<file path="config.mk">
export PLATFORM = sky130hd
export DESIGN_NAME = cache_ctrl_master
export DESIGN_NICKNAME = d
export VERILOG_FILES = /design/src/rtl/cache_ctrl_master_pkg.sv /design/src/rtl/cache_ctrl_master_req.sv /design/src/rtl/cache_ctrl_master.sv
export SDC_FILE = /design/constraint.sdc
export NUM_CORES = 1
export LEC_CHECK = 0
export ABC_AREA = 1
export CAP_MARGIN = 10
export CORE_ASPECT_RATIO = 0.75
export CORE_UTILIZATION = 48
export DETAILED_ROUTE_END_ITERATION = 7
export PLACE_DENSITY = 0.92
export RECOVER_POWER = 50
export SLEW_MARGIN = 20
export SYNTH_ARGS = -nofsm -noshare
export SYNTH_HDL_FRONTEND = slang
export SYNTH_HIERARCHICAL = 1
export SYNTH_SLANG_ARGS = --single-unit
</file>
<file path="constraint.sdc">
create_clock -name clk -period 2.2 [get_ports clk]
set_clock_uncertainty 0.2 [all_clocks]
set_input_delay 0.22 -clock clk [delete_from_list [all_inputs] [get_ports clk]]
set_output_delay 0.22 -clock clk [all_outputs]
set_load 0.005 [all_outputs]
</file>
<file path="src/rtl/cache_ctrl_master_pkg.sv">
// Cache control port address map plus the master's FSM state and operation encodings.
package cache_ctrl_master_pkg;

  localparam int CTRL_ADDR_W = 4;

  // Responder register map (the subset this master uses)
  localparam logic [CTRL_ADDR_W-1:0] ADDR_BUFFER_EMPTY     = 4'd1;
  localparam logic [CTRL_ADDR_W-1:0] ADDR_CACHE_HIT        = 4'd3;
  localparam logic [CTRL_ADDR_W-1:0] ADDR_CACHE_MISS       = 4'd4;
  localparam logic [CTRL_ADDR_W-1:0] ADDR_RESET_COUNTER    = 4'd9;
  localparam logic [CTRL_ADDR_W-1:0] ADDR_CACHE_INVALIDATE = 4'd10;

  typedef enum logic [1:0] {
    ST_IDLE = 2'd0,
    ST_REQ  = 2'd1,
    ST_WAIT = 2'd2,
    ST_DONE = 2'd3
  } state_t;

  typedef enum logic [2:0] {
    OP_POLL = 3'd0,
    OP_INV  = 3'd1,
    OP_HIT  = 3'd2,
    OP_MISS = 3'd3,
    OP_CLR  = 3'd4
  } op_t;

  function automatic logic [CTRL_ADDR_W-1:0] op_addr(input op_t op);
    logic [CTRL_ADDR_W-1:0] addr;
    case (op)
      OP_POLL: addr = ADDR_BUFFER_EMPTY;
      OP_INV:  addr = ADDR_CACHE_INVALIDATE;
      OP_HIT:  addr = ADDR_CACHE_HIT;
      OP_MISS: addr = ADDR_CACHE_MISS;
      OP_CLR:  addr = ADDR_RESET_COUNTER;
      default: addr = ADDR_BUFFER_EMPTY;
    endcase
    return addr;
  endfunction

endpackage

</file>
<file path="src/rtl/cache_ctrl_master_req.sv">
// Single-outstanding control request issuer: valid is one registered cycle per accepted request.
// Latency: request visible the cycle after req; a response is only accepted once valid has dropped.
module cache_ctrl_master_req
  import cache_ctrl_master_pkg::*;
#(
  parameter int FE_DATA_W = 32
) (
  input  logic                   clk,
  input  logic                   reset_n,
  input  logic                   req,
  input  logic [CTRL_ADDR_W-1:0] req_addr,
  output logic                   rsp,
  output logic [FE_DATA_W-1:0]   rsp_data,
  output logic                   ctrl_valid,
  output logic [CTRL_ADDR_W-1:0] ctrl_addr,
  input  logic [FE_DATA_W-1:0]   ctrl_rdata,
  input  logic                   ctrl_ready
);

  logic pending;
  logic accept;

  // The responder answers no earlier than the cycle after valid, so a ready
  // coinciding with our own valid (or with nothing pending) is stale.
  assign rsp      = pending & ~ctrl_valid & ctrl_ready;
  assign rsp_data = ctrl_rdata;
  assign accept   = req & (~pending | rsp);

  always_ff @(posedge clk or negedge reset_n) begin
    if (!reset_n) begin
      pending    <= 1'b0;
      ctrl_valid <= 1'b0;
      ctrl_addr  <= '0;
    end else begin
      ctrl_valid <= accept;
      ctrl_addr  <= accept ? req_addr : '0;
      if (accept) begin
        pending <= 1'b1;
      end else if (rsp) begin
        pending <= 1'b0;
      end
    end
  end

endmodule

</file>
<file path="src/rtl/cache_ctrl_master.sv">
// One-shot drain/invalidate/snapshot master for the cache control port; best case done 11 cycles after start.
// Waits indefinitely on a slow responder; start outside IDLE is dropped, not queued.
module cache_ctrl_master
  import cache_ctrl_master_pkg::*;
#(
  parameter int FE_DATA_W      = 32,
  parameter int POLL_MAX       = 255,
  parameter int CLR_AFTER_SNAP = 1
) (
  input  logic                   clk,
  input  logic                   reset_n,
  input  logic                   start,
  output logic                   busy,
  output logic                   done,
  output logic                   timeout,
  output logic [FE_DATA_W-1:0]   hit_snap,
  output logic [FE_DATA_W-1:0]   miss_snap,
  output logic                   ctrl_valid,
  output logic [CTRL_ADDR_W-1:0] ctrl_addr,
  input  logic [FE_DATA_W-1:0]   ctrl_rdata,
  input  logic                   ctrl_ready
);

  localparam int                POLL_W   = $clog2(POLL_MAX + 1);
  localparam logic [POLL_W-1:0] POLL_LIM = POLL_W'(POLL_MAX);

  state_t               state;
  state_t               state_nxt;
  op_t                  op;
  op_t                  op_nxt;
  logic [POLL_W-1:0]    poll_cnt;
  logic [POLL_W-1:0]    poll_nxt;
  logic [POLL_W-1:0]    poll_inc;
  logic                 timeout_nxt;
  logic                 hit_cap;
  logic                 miss_cap;
  logic                 req;
  logic                 rsp;
  logic [FE_DATA_W-1:0] rsp_data;

  assign poll_inc = poll_cnt + 1'b1;
  assign req      = (state_nxt == ST_REQ);

  cache_ctrl_master_req #(
    .FE_DATA_W(FE_DATA_W)
  ) u_req (
    .clk        (clk),
    .reset_n    (reset_n),
    .req        (req),
    .req_addr   (op_addr(op_nxt)),
    .rsp        (rsp),
    .rsp_data   (rsp_data),
    .ctrl_valid (ctrl_valid),
    .ctrl_addr  (ctrl_addr),
    .ctrl_rdata (ctrl_rdata),
    .ctrl_ready (ctrl_ready)
  );

  always_comb begin
    state_nxt   = state;
    op_nxt      = op;
    poll_nxt    = poll_cnt;
    timeout_nxt = timeout;
    hit_cap     = 1'b0;
    miss_cap    = 1'b0;
    case (state)
      ST_IDLE: begin
        if (start) begin
          state_nxt   = ST_REQ;
          op_nxt      = OP_POLL;
          poll_nxt    = '0;
          timeout_nxt = 1'b0;
        end
      end
      ST_REQ: state_nxt = ST_WAIT;
      ST_WAIT: begin
        if (rsp) begin
          state_nxt = ST_REQ;
          case (op)
            OP_POLL: begin
              if (rsp_data[0]) begin
                op_nxt = OP_INV;
              end else begin
                // Counter saturates at the limit, so it can never wrap.
                poll_nxt = poll_inc;
                if (poll_inc == POLL_LIM) begin
                  timeout_nxt = 1'b1;
                  state_nxt   = ST_DONE;
                end
              end
            end
            OP_INV: op_nxt = OP_HIT;
            OP_HIT: begin
              hit_cap = 1'b1;
              op_nxt  = OP_MISS;
            end
            OP_MISS: begin
              miss_cap = 1'b1;
              if (CLR_AFTER_SNAP != 0) begin
                op_nxt = OP_CLR;
              end else begin
                state_nxt = ST_DONE;
              end
            end
            OP_CLR:  state_nxt = ST_DONE;
            default: state_nxt = ST_DONE;
          endcase
        end
      end
      ST_DONE: state_nxt = ST_IDLE;
      default: state_nxt = ST_IDLE;
    endcase
  end

  always_ff @(posedge clk or negedge reset_n) begin
    if (!reset_n) begin
      state     <= ST_IDLE;
      op        <= OP_POLL;
      poll_cnt  <= '0;
      timeout   <= 1'b0;
      busy      <= 1'b0;
      done      <= 1'b0;
      hit_snap  <= '0;
      miss_snap <= '0;
    end else begin
      state    <= state_nxt;
      op       <= op_nxt;
      poll_cnt <= poll_nxt;
      timeout  <= timeout_nxt;
      // Status flags follow the next state so they line up with the registered state.
      busy     <= (state_nxt == ST_REQ) || (state_nxt == ST_WAIT);
      done     <= (state_nxt == ST_DONE);
      if (hit_cap) begin
        hit_snap <= rsp_data;
      end
      if (miss_cap) begin
        miss_snap <= rsp_data;
      end
    end
  end

endmodule
</file>
==> flow_summary.json, run 1 <==
{
  "cts-htree-levels": 3,
  "floorplan.io_pins": 108,
  "worst_hold_path_type": "primary input to register",
  "finalWeightedCongestion": 0.884,
  "route.detailed.vias_per_inst": 4.84,
  "ant_nets": 0,
  "post_route_cells_drive_above_1_share_pct": 14.7,
  "syn-cell-area_sq_um": 3820,
  "worst_ep_required_time_ps": 2250,
  "ratio_of_total_power_to_cell_area_nw_per_um2": 542,
  "max-vdd-ir-drop_mv": 0.334,
  "hpwlAfterDp_mm": 5.86,
  "die_y_um": 79.2,
  "post_synth_inst_count": 390,
  "post_synth_and_or_nand_nor_area_fraction_pct": 13.8,
  "number_of_max_slew_violations_in_the_final_report": 0,
  "fp.dieW_um": 105,
  "total_wirelength_mm": 8.15,
  "fmax_mhz": 483,
  "buffer_ports.inserted": 107,
  "multi_input_area_sq_um": 1170,
  "dr_total_vias": 2819,
  "cts.path.max_buffers": 2,
  "drt_pre_antenna_iters": 4,
  "timing.critical_path.arrival_ps": 2120,
  "setup_repair_after_global_routing_missed_its_margin": "false",
  "n_fill_cell": 584,
  "tritoncts": "done",
  "synthXorXnorAreaFrac_pct": 0,
  "synth_warnings": 6,
  "finalNonFillerCells": 583,
  "crit_path_end_kind": "register",
  "clock_latency_ps": 350,
  "floorplan.initialDensity_pct": 50.7,
  "synthesis.nets": 430,
  "row_count": 27,
  "timing.final.crit_period_ps": 2070,
  "post_synth_adder_cell_area_pct": 1.31,
  "layout.area.seq_sq_um": 2150,
  "grt_use_total_pct": 20.7,
  "detail_route.wl_per_cell_um": 14.0,
  "core-area_sq_um": 7530,
  "power.leakage_nw": 2.52,
  "worstSetupPathType": "register to register",
  "first_global_vias": 2850,
  "fin_area_sq_um": 5010,
  "proportion_of_synthesized_chip_area_in_sequential_cells_pct": 56.4,
  "tritoncts_num_sinks": 86,
  "timing.final.crit_share_pct": 94.1,
  "outcome": "complete, no violations",
  "grt_first_pass_wirelength_mm": 13.4,
  "share_of_the_synthesized_area_in_compound_gates_ao_oa_aoi_oai_pct": 9.80,
  "ys_seq_elements": 86,
  "combinational_family_with_the_most_area_after_synthesis": "buffers and inverters",
  "dieArea_sq_um": 8320,
  "cap_viol_max_count": 0,
  "synthToLayoutAreaGrowth_pct": 31.3,
  "final-hold-violation-count": 0,
  "cts-buffers-inserted": 9,
  "synth_edf_count": 0,
  "dr.first_iter.drc_count": 119,
  "placedCellCount": 564,
  "category_of_the_worst_setup_path_launch_point": "register",
  "timing_worst_slew_pin_value_ps": 783,
  "cts_root_buf": "clkbuf_8",
  "initial_antenna_violation_count": 0,
  "timing.max_slew.rel_slack_pct": 47.8,
  "final_net_count": 517,
  "post_synth_mux_area_share_pct": 4.82,
  "placed_cell_area_sq_um": 4800,
  "synthesized_area_divided_by_synthesized_cell_count_sq_um": 9.79,
  "yosys.area.top_type": "dfrtp_1",
  "grt-ovfl-total": 0,
  "finalSetupViolations": 0,
  "critical_path.max_fanout": 6,
  "synthTopCellsByArea": "dfrtp_1, buf_4, nand2_1",
  "synth.distinct_cells": 29,
  "diodes": 0,
  "ys_dominant_reg_cell": "dfrtp_1",
  "yosysTopAreaCellShare_pct": 56.4,
  "pin_count_of_the_biggest_net_entering_global_routing": 56,
  "path_clk_slew_ps": 100,
  "drc": 0,
  "async_reset_ff_share_pct": 100
}
-- sequential cells by signal, indices dropped and copies added, names as in the netlist --
register / flops
state: 2
poll_cnt: 8
op: 3
busy: 1
u_req/ctrl_valid: 1
u_req/ctrl_addr: 4
timeout: 1
u_req/pending: 1
miss_snap: 32
done: 1
hit_snap: 32
-- cell usage in the layout (no fill, tap or decap), types with 9 or more instances in the layout --
master | netlist | routed
dlygate4sd3_1 | 0 | 30
clkbuf_8 | 0 | 9
nand2_2 | 3 | 10
buf_4 | 33 | 9
nand3_1 | 8 | 9
nand2_1 | 58 | 50
nor2_1 | 41 | 40
clkdlybuf4s50_1 | 0 | 77
dfrtp_1 | 86 | 86
a21oi_1 | 28 | 28
o21ai_0 | 24 | 24
inv_1 | 49 | 49
-- metal layers --
metal | global-route usage, % | vias up | wire [um]
li1 | - | 1376 | -
met1 | 25.1 | 1341 | 3540
met2 | 35.6 | 92 | 4020
met4 | 6.62 | 0 | 95
met5 | 0 | - | 0
met3 | 6.49 | 10 | 492
-- stage by stage --
stage / hold WS, ps / setup WS [ps] / util [%] / total power [mW] / TNS (ps)
3_3_place_gp: -12.1 / 57.8 / 63.7 / 1.73 / 0
2_1_floorplan: -276 / 214 / - / 1.67 / 0
6_report: 209 / 129 / 66.6 / 2.72 / 0
5_1_grt: 205 / 4.76 / 66.6 / 2.83 / 0
4_1_cts: 177 / 2.27 / 66.3 / 2.75 / 0
3_5_place_dp: -8.29 / -37.5 / 63.7 / 1.73 / -37.5
-- Yosys cell counts, types with 3 or more instances --
library cell and n:
a21oi_1 28, mux2_4 7, nand2_2 3, dfrtp_1 86, o22ai_1 5, nand3_2 3, nand3_1 8, inv_2 4
o21ai_1 6, ha_1 4, buf_4 33, nor2_2 3, nor2_1 41, mux2_2 7, nand2_1 58, inv_1 49
buf_6 5, buf_2 4, o21ai_0 24
-- power by group --
part           internal (mW)  switching [mW]
Clock                  0.426           0.596
Combinational         0.0595          0.0550
Sequential              1.58               0
Total                   2.06           0.651
-- area by class of cell --
type                            instances  area share [%]
Inverter                               53            3.97
Tap cell                              101            2.52
Multi-Input combinational cell        207            23.3
Clock buffer                            9            2.47
Clock inverter                          7            1.12
Timing Repair Buffer                  120            23.7
Sequential cell                        86            42.9
-- path summary, 6_finish.rpt --
path,start,end,slack (ps),cells past startpoint
setup / recovery,poll_cnt[1],u_req/ctrl_addr[1],130,14
hold / removal,ctrl_rdata[31],hit_snap[31],210,3
setup reg to reg,poll_cnt[1],u_req/ctrl_addr[1],130,14
hold reg to reg,miss_snap[10],miss_snap[10],290,2
max in group asynchronous,reset_n,miss_snap[23],340,3
min in group asynchronous,reset_n,miss_snap[20],300,2
-- timing repair --
action,in CTS,in global routing
hold buffers,1,0
endpoints found under the setup margin,0,7
hold endpoints to repair,31,0
gates resized for setup,0,15
buffers inserted,0,2
-- kinds of logic (layout without fill, tap and decap cells) --
logic type | Yosys count | count (layout)
AOI/OAI and AO/OA | 69 | 69
DFF | 86 | 86
buffers and inverters | 97 | 189
and+or+nand+nor | 120 | 120
muxes | 14 | 14
adders and majority gates | 4 | 4
-- critical path, cell delays in order, from the launching register on --
cell and delay [ps]:
dfrtp_1 400, ha_2 200, nand2_2 80, inv_2 60, nand2_2 70, nand2_2 70
nor2_2 90, nand2_1 70, nor2_2 150, nand3_2 90, nand2_2 80, a21oi_1 60
ha_2 210, nand2_4 90, nor2_1 50
(Power assumes the default switching activity.)
==> inputs of run 2 (changes only) <==
--- a/config.mk
+++ b/config.mk
@@ -5,12 +5,12 @@
 export SDC_FILE = /design/constraint.sdc
 export NUM_CORES = 1
 export LEC_CHECK = 0
-export ABC_AREA = 1
 export CAP_MARGIN = 10
 export CORE_ASPECT_RATIO = 0.75
-export CORE_UTILIZATION = 48
+export CORE_UTILIZATION = 49
+export CTS_BUF_LIST = sky130_fd_sc_hd__clkbuf_2
 export DETAILED_ROUTE_END_ITERATION = 7
-export PLACE_DENSITY = 0.92
+export PLACE_DENSITY = 0.94
 export RECOVER_POWER = 50
 export SLEW_MARGIN = 20
 export SYNTH_ARGS = -nofsm -noshare
==> run 2 against run 1 <==
Net effect: clock power is 11% higher; cell area up 3.0%; non-clock buffer count up 17; sequential share of layout area is 1.3 points lower; synthesized area fell by 1.7%; cell count shrank 15%; worst setup slack got worse by 62 ps; clock-buffer cell count increased by 1; flip-flop and latch count stayed put; synthesized cell count shrank 27%; fmax decreased by 2.9%; utilization up 3.6 points; critical path type unchanged; largest cell class unchanged.
==> flow_summary.json, run 2 <==
{
  "top_usage_layer": "met2",
  "biggest_registers_after_layout": "hit_snap x32, miss_snap x32, poll_cnt x8",
  "finalNonFillerCells": 498,
  "grt_first_pass_wirelength_mm": 13.0,
  "total_wirelength_mm": 7.95,
  "syn-cell-area_sq_um": 3750,
  "floorplan.initialDensity_pct": 51.0,
  "category_of_the_worst_setup_path_launch_point": "register",
  "cts-buffers-inserted": 9,
  "tritoncts": "done",
  "ys_dominant_reg_cell": "dfrtp_1",
  "ratio_of_total_power_to_cell_area_nw_per_um2": 722,
  "synth.top_cells.by_count": "dfrtp_1, mux2_1, buf_4, nand2_1, nand3_1",
  "synthesized_area_divided_by_synthesized_cell_count_sq_um": 13.2,
  "cap_viol_max_count": 0,
  "dr.first_iter.drc_count": 109,
  "cts.path.max_buffers": 2,
  "hpwlAfterDp_mm": 5.80,
  "place_ws_ps": -246,
  "async_reset_ff_share_pct": 100,
  "synth_edf_count": 0,
  "dr_total_vias": 2570,
  "grt_use_met3_pct": 5.95,
  "pin_count_of_the_biggest_net_entering_global_routing": 46,
  "diodes": 0,
  "synthesis.nets": 325,
  "max-vdd-ir-drop_mv": 0.525,
  "grt-ovfl-total": 0,
  "fin_hold_ws_ps": 105,
  "cp.buffers_inverters": 0,
  "timing.max_slew.rel_slack_pct": 29.5,
  "yosysTopAreaCellShare_pct": 57.3,
  "outcome": "complete, no violations",
  "drt_pre_antenna_iters": 4,
  "timing.critical_path.arrival_ps": 2350,
  "finalWeightedCongestion": 0.808,
  "ys_seq_elements": 86,
  "buffer_ports.inserted": 107,
  "tritoncts_num_sinks": 86,
  "yosys.cell_count.top_type": "dfrtp_1",
  "drc": 0,
  "initial_antenna_violation_count": 0,
  "fp.dieW_um": 103,
  "timing.final.crit_share_pct": 97.0,
  "slowest_delay_ps": 470,
  "post_synth_inst_count": 285,
  "final.setup.tns_ps": 0,
  "timing.final.crit_period_ps": 2130,
  "top_library_cells_by_usage_in_the_layout_fill_and_taps_aside": "dfrtp_1, clkdlybuf4s50_1, mux2_1",
  "cpLargestDelayFamily": "compound AO/OA/AOI/OAI gates",
  "ant_nets": 0,
  "crit_path_end_kind": "register",
  "placedCellCount": 477,
  "cts_root_buf": "clkbuf_2",
  "die_y_um": 77.8,
  "layout_setup_ws_ps": 66.7,
  "detail_route.wl_per_cell_um": 16.0,
  "first_global_vias": 2703,
  "synth_warnings": 6,
  "crit_path_cell_trace": "ha_2 -> and3_4 -> xnor2_1 -> a211o_1 -> o31a_1 -> ha_4 -> a21o_1",
  "timing_worst_slew_pin_value_ps": 1060,
  "post_route_cells_drive_above_1_share_pct": 15.6,
  "final_net_count": 432,
  "worst_ep_required_time_ps": 2410,
  "fmax_mhz": 469,
  "cts-htree-levels": 3,
  "power.leakage_nw": 2.58,
  "layout_commonest_cell": "dfrtp_1",
  "worstSetupPathType": "register to register",
  "path_clk_slew_ps": 230,
  "dieArea_sq_um": 8020,
  "grt_use_met1_pct": 26.1,
  "worst_path_max_delay_cell": "dfrtp_1",
  "grt_use_total_pct": 21.6,
  "final-hold-violation-count": 0,
  "core-area_sq_um": 7360,
  "clock_latency_ps": 510,
  "yosys.area.top_type": "dfrtp_1",
  "floorplan.io_pins": 108,
  "proportion_of_synthesized_chip_area_in_sequential_cells_pct": 57.3,
  "gr-usage-met2_pct": 37.0,
  "critical_path.max_fanout": 6,
  "synthTopCellsByArea": "dfrtp_1, mux2_1, buf_4",
  "synthToLayoutAreaGrowth_pct": 37.6,
  "route.detailed.vias_per_inst": 5.16,
  "number_of_max_slew_violations_in_the_final_report": 0,
  "worst_hold_path_type": "primary input to register",
  "p_total_mw": 3.73,
  "synth.distinct_cells": 39,
  "finalSetupViolations": 0,
  "row_count": 27
}
-- run 2: changes by cell type after synthesis, moves of 4 or more --
cell	delta
mux2_1	+62
nand2_1	-47
inv_1	-46
nor2_1	-39
o21ai_0	-21
a21oi_1	-19
mux2_4	-7
nor3_1	+6
buf_6	-5
o22ai_1	-5
mux2_2	-4
-- run 2: cells by family (layout without fill, tap and decap cells) --
group / count (synthesis) / in the layout / share of synthesized area [%]
compound gates: 35 / 35 / 6.03
xor+xnor: 3 / 3 / 0.700
fa+ha+maj: 4 / 4 / 1.33
buf+inv: 45 / 157 / 7.93
flops: 86 / 86 / 57.3
mux: 65 / 65 / 19.5
simple gates: 47 / 47 / 7.20
-- run 2: path summary, 6_finish.rpt --
kind | start | end | slack, ps | cells after the start
worst min register to register | miss_snap[12] | miss_snap[12] | 310 | 1
worst max-delay path | poll_cnt[0] | u_req/pending | 70 | 7
worst min-delay path | ctrl_rdata[14] | hit_snap[14] | 110 | 2
min in group asynchronous | reset_n | state[0] | 740 | 3
worst max register to register | poll_cnt[0] | u_req/pending | 70 | 7
max in group asynchronous | reset_n | miss_snap[18] | 270 | 4
-- run 2: repair_timing --
action                                  CTS  global route
pin swaps                                 1             3
endpoints found under the setup margin    6             7
hold buffers                              2             0
endpoints found under the hold margin    86             0
buffers inserted                          0             3
gates resized for setup                   2             7
-- run 2: routing by layer --
metal / up-vias / routed length, um
met5: - / 0
met4: 0 / 98
met3: 11 / 457
met2: 75 / 3980
met1: 1292 / 3420
li1: 1192 / -
-- run 2: final cells by class --
type / instances / area, sq um
clock buffer: 10 / 50.0
clock inverter: 6 / 134
fill: 544 / 2200
inverter: 4 / 15.0
multi-input combinational: 154 / 1360
sequential: 86 / 2150
tap: 101 / 126
timing repair buffer: 137 / 1330
-- run 2: worst register-to-register path: cells and delay by family (launching register included) --
kind / cells / cell delay (ps)
AO/OA/AOI/OAI: 3 / 680
XOR/XNOR: 1 / 120
adder cells (fa/ha/maj): 2 / 390
flip-flops: 1 / 470
AND/OR/NAND/NOR: 1 / 180
-- run 2: metrics by stage --
stage	instance area [sq um]	utilization (%)
after floorplan	3760	-
after global placement	4910	66.6
after detailed placement	4910	66.6
final	5170	70.1
after CTS	5120	69.6
after global routing	5170	70.1
-- run 2: power breakdown --
part	internal [mW]	leakage (nW)	switching [mW]
sequential	1.72	1.19	0.0918
clock	0.609	0.106	0.518
combinational	0.435	1.29	0.359
total	2.76	2.58	0.969
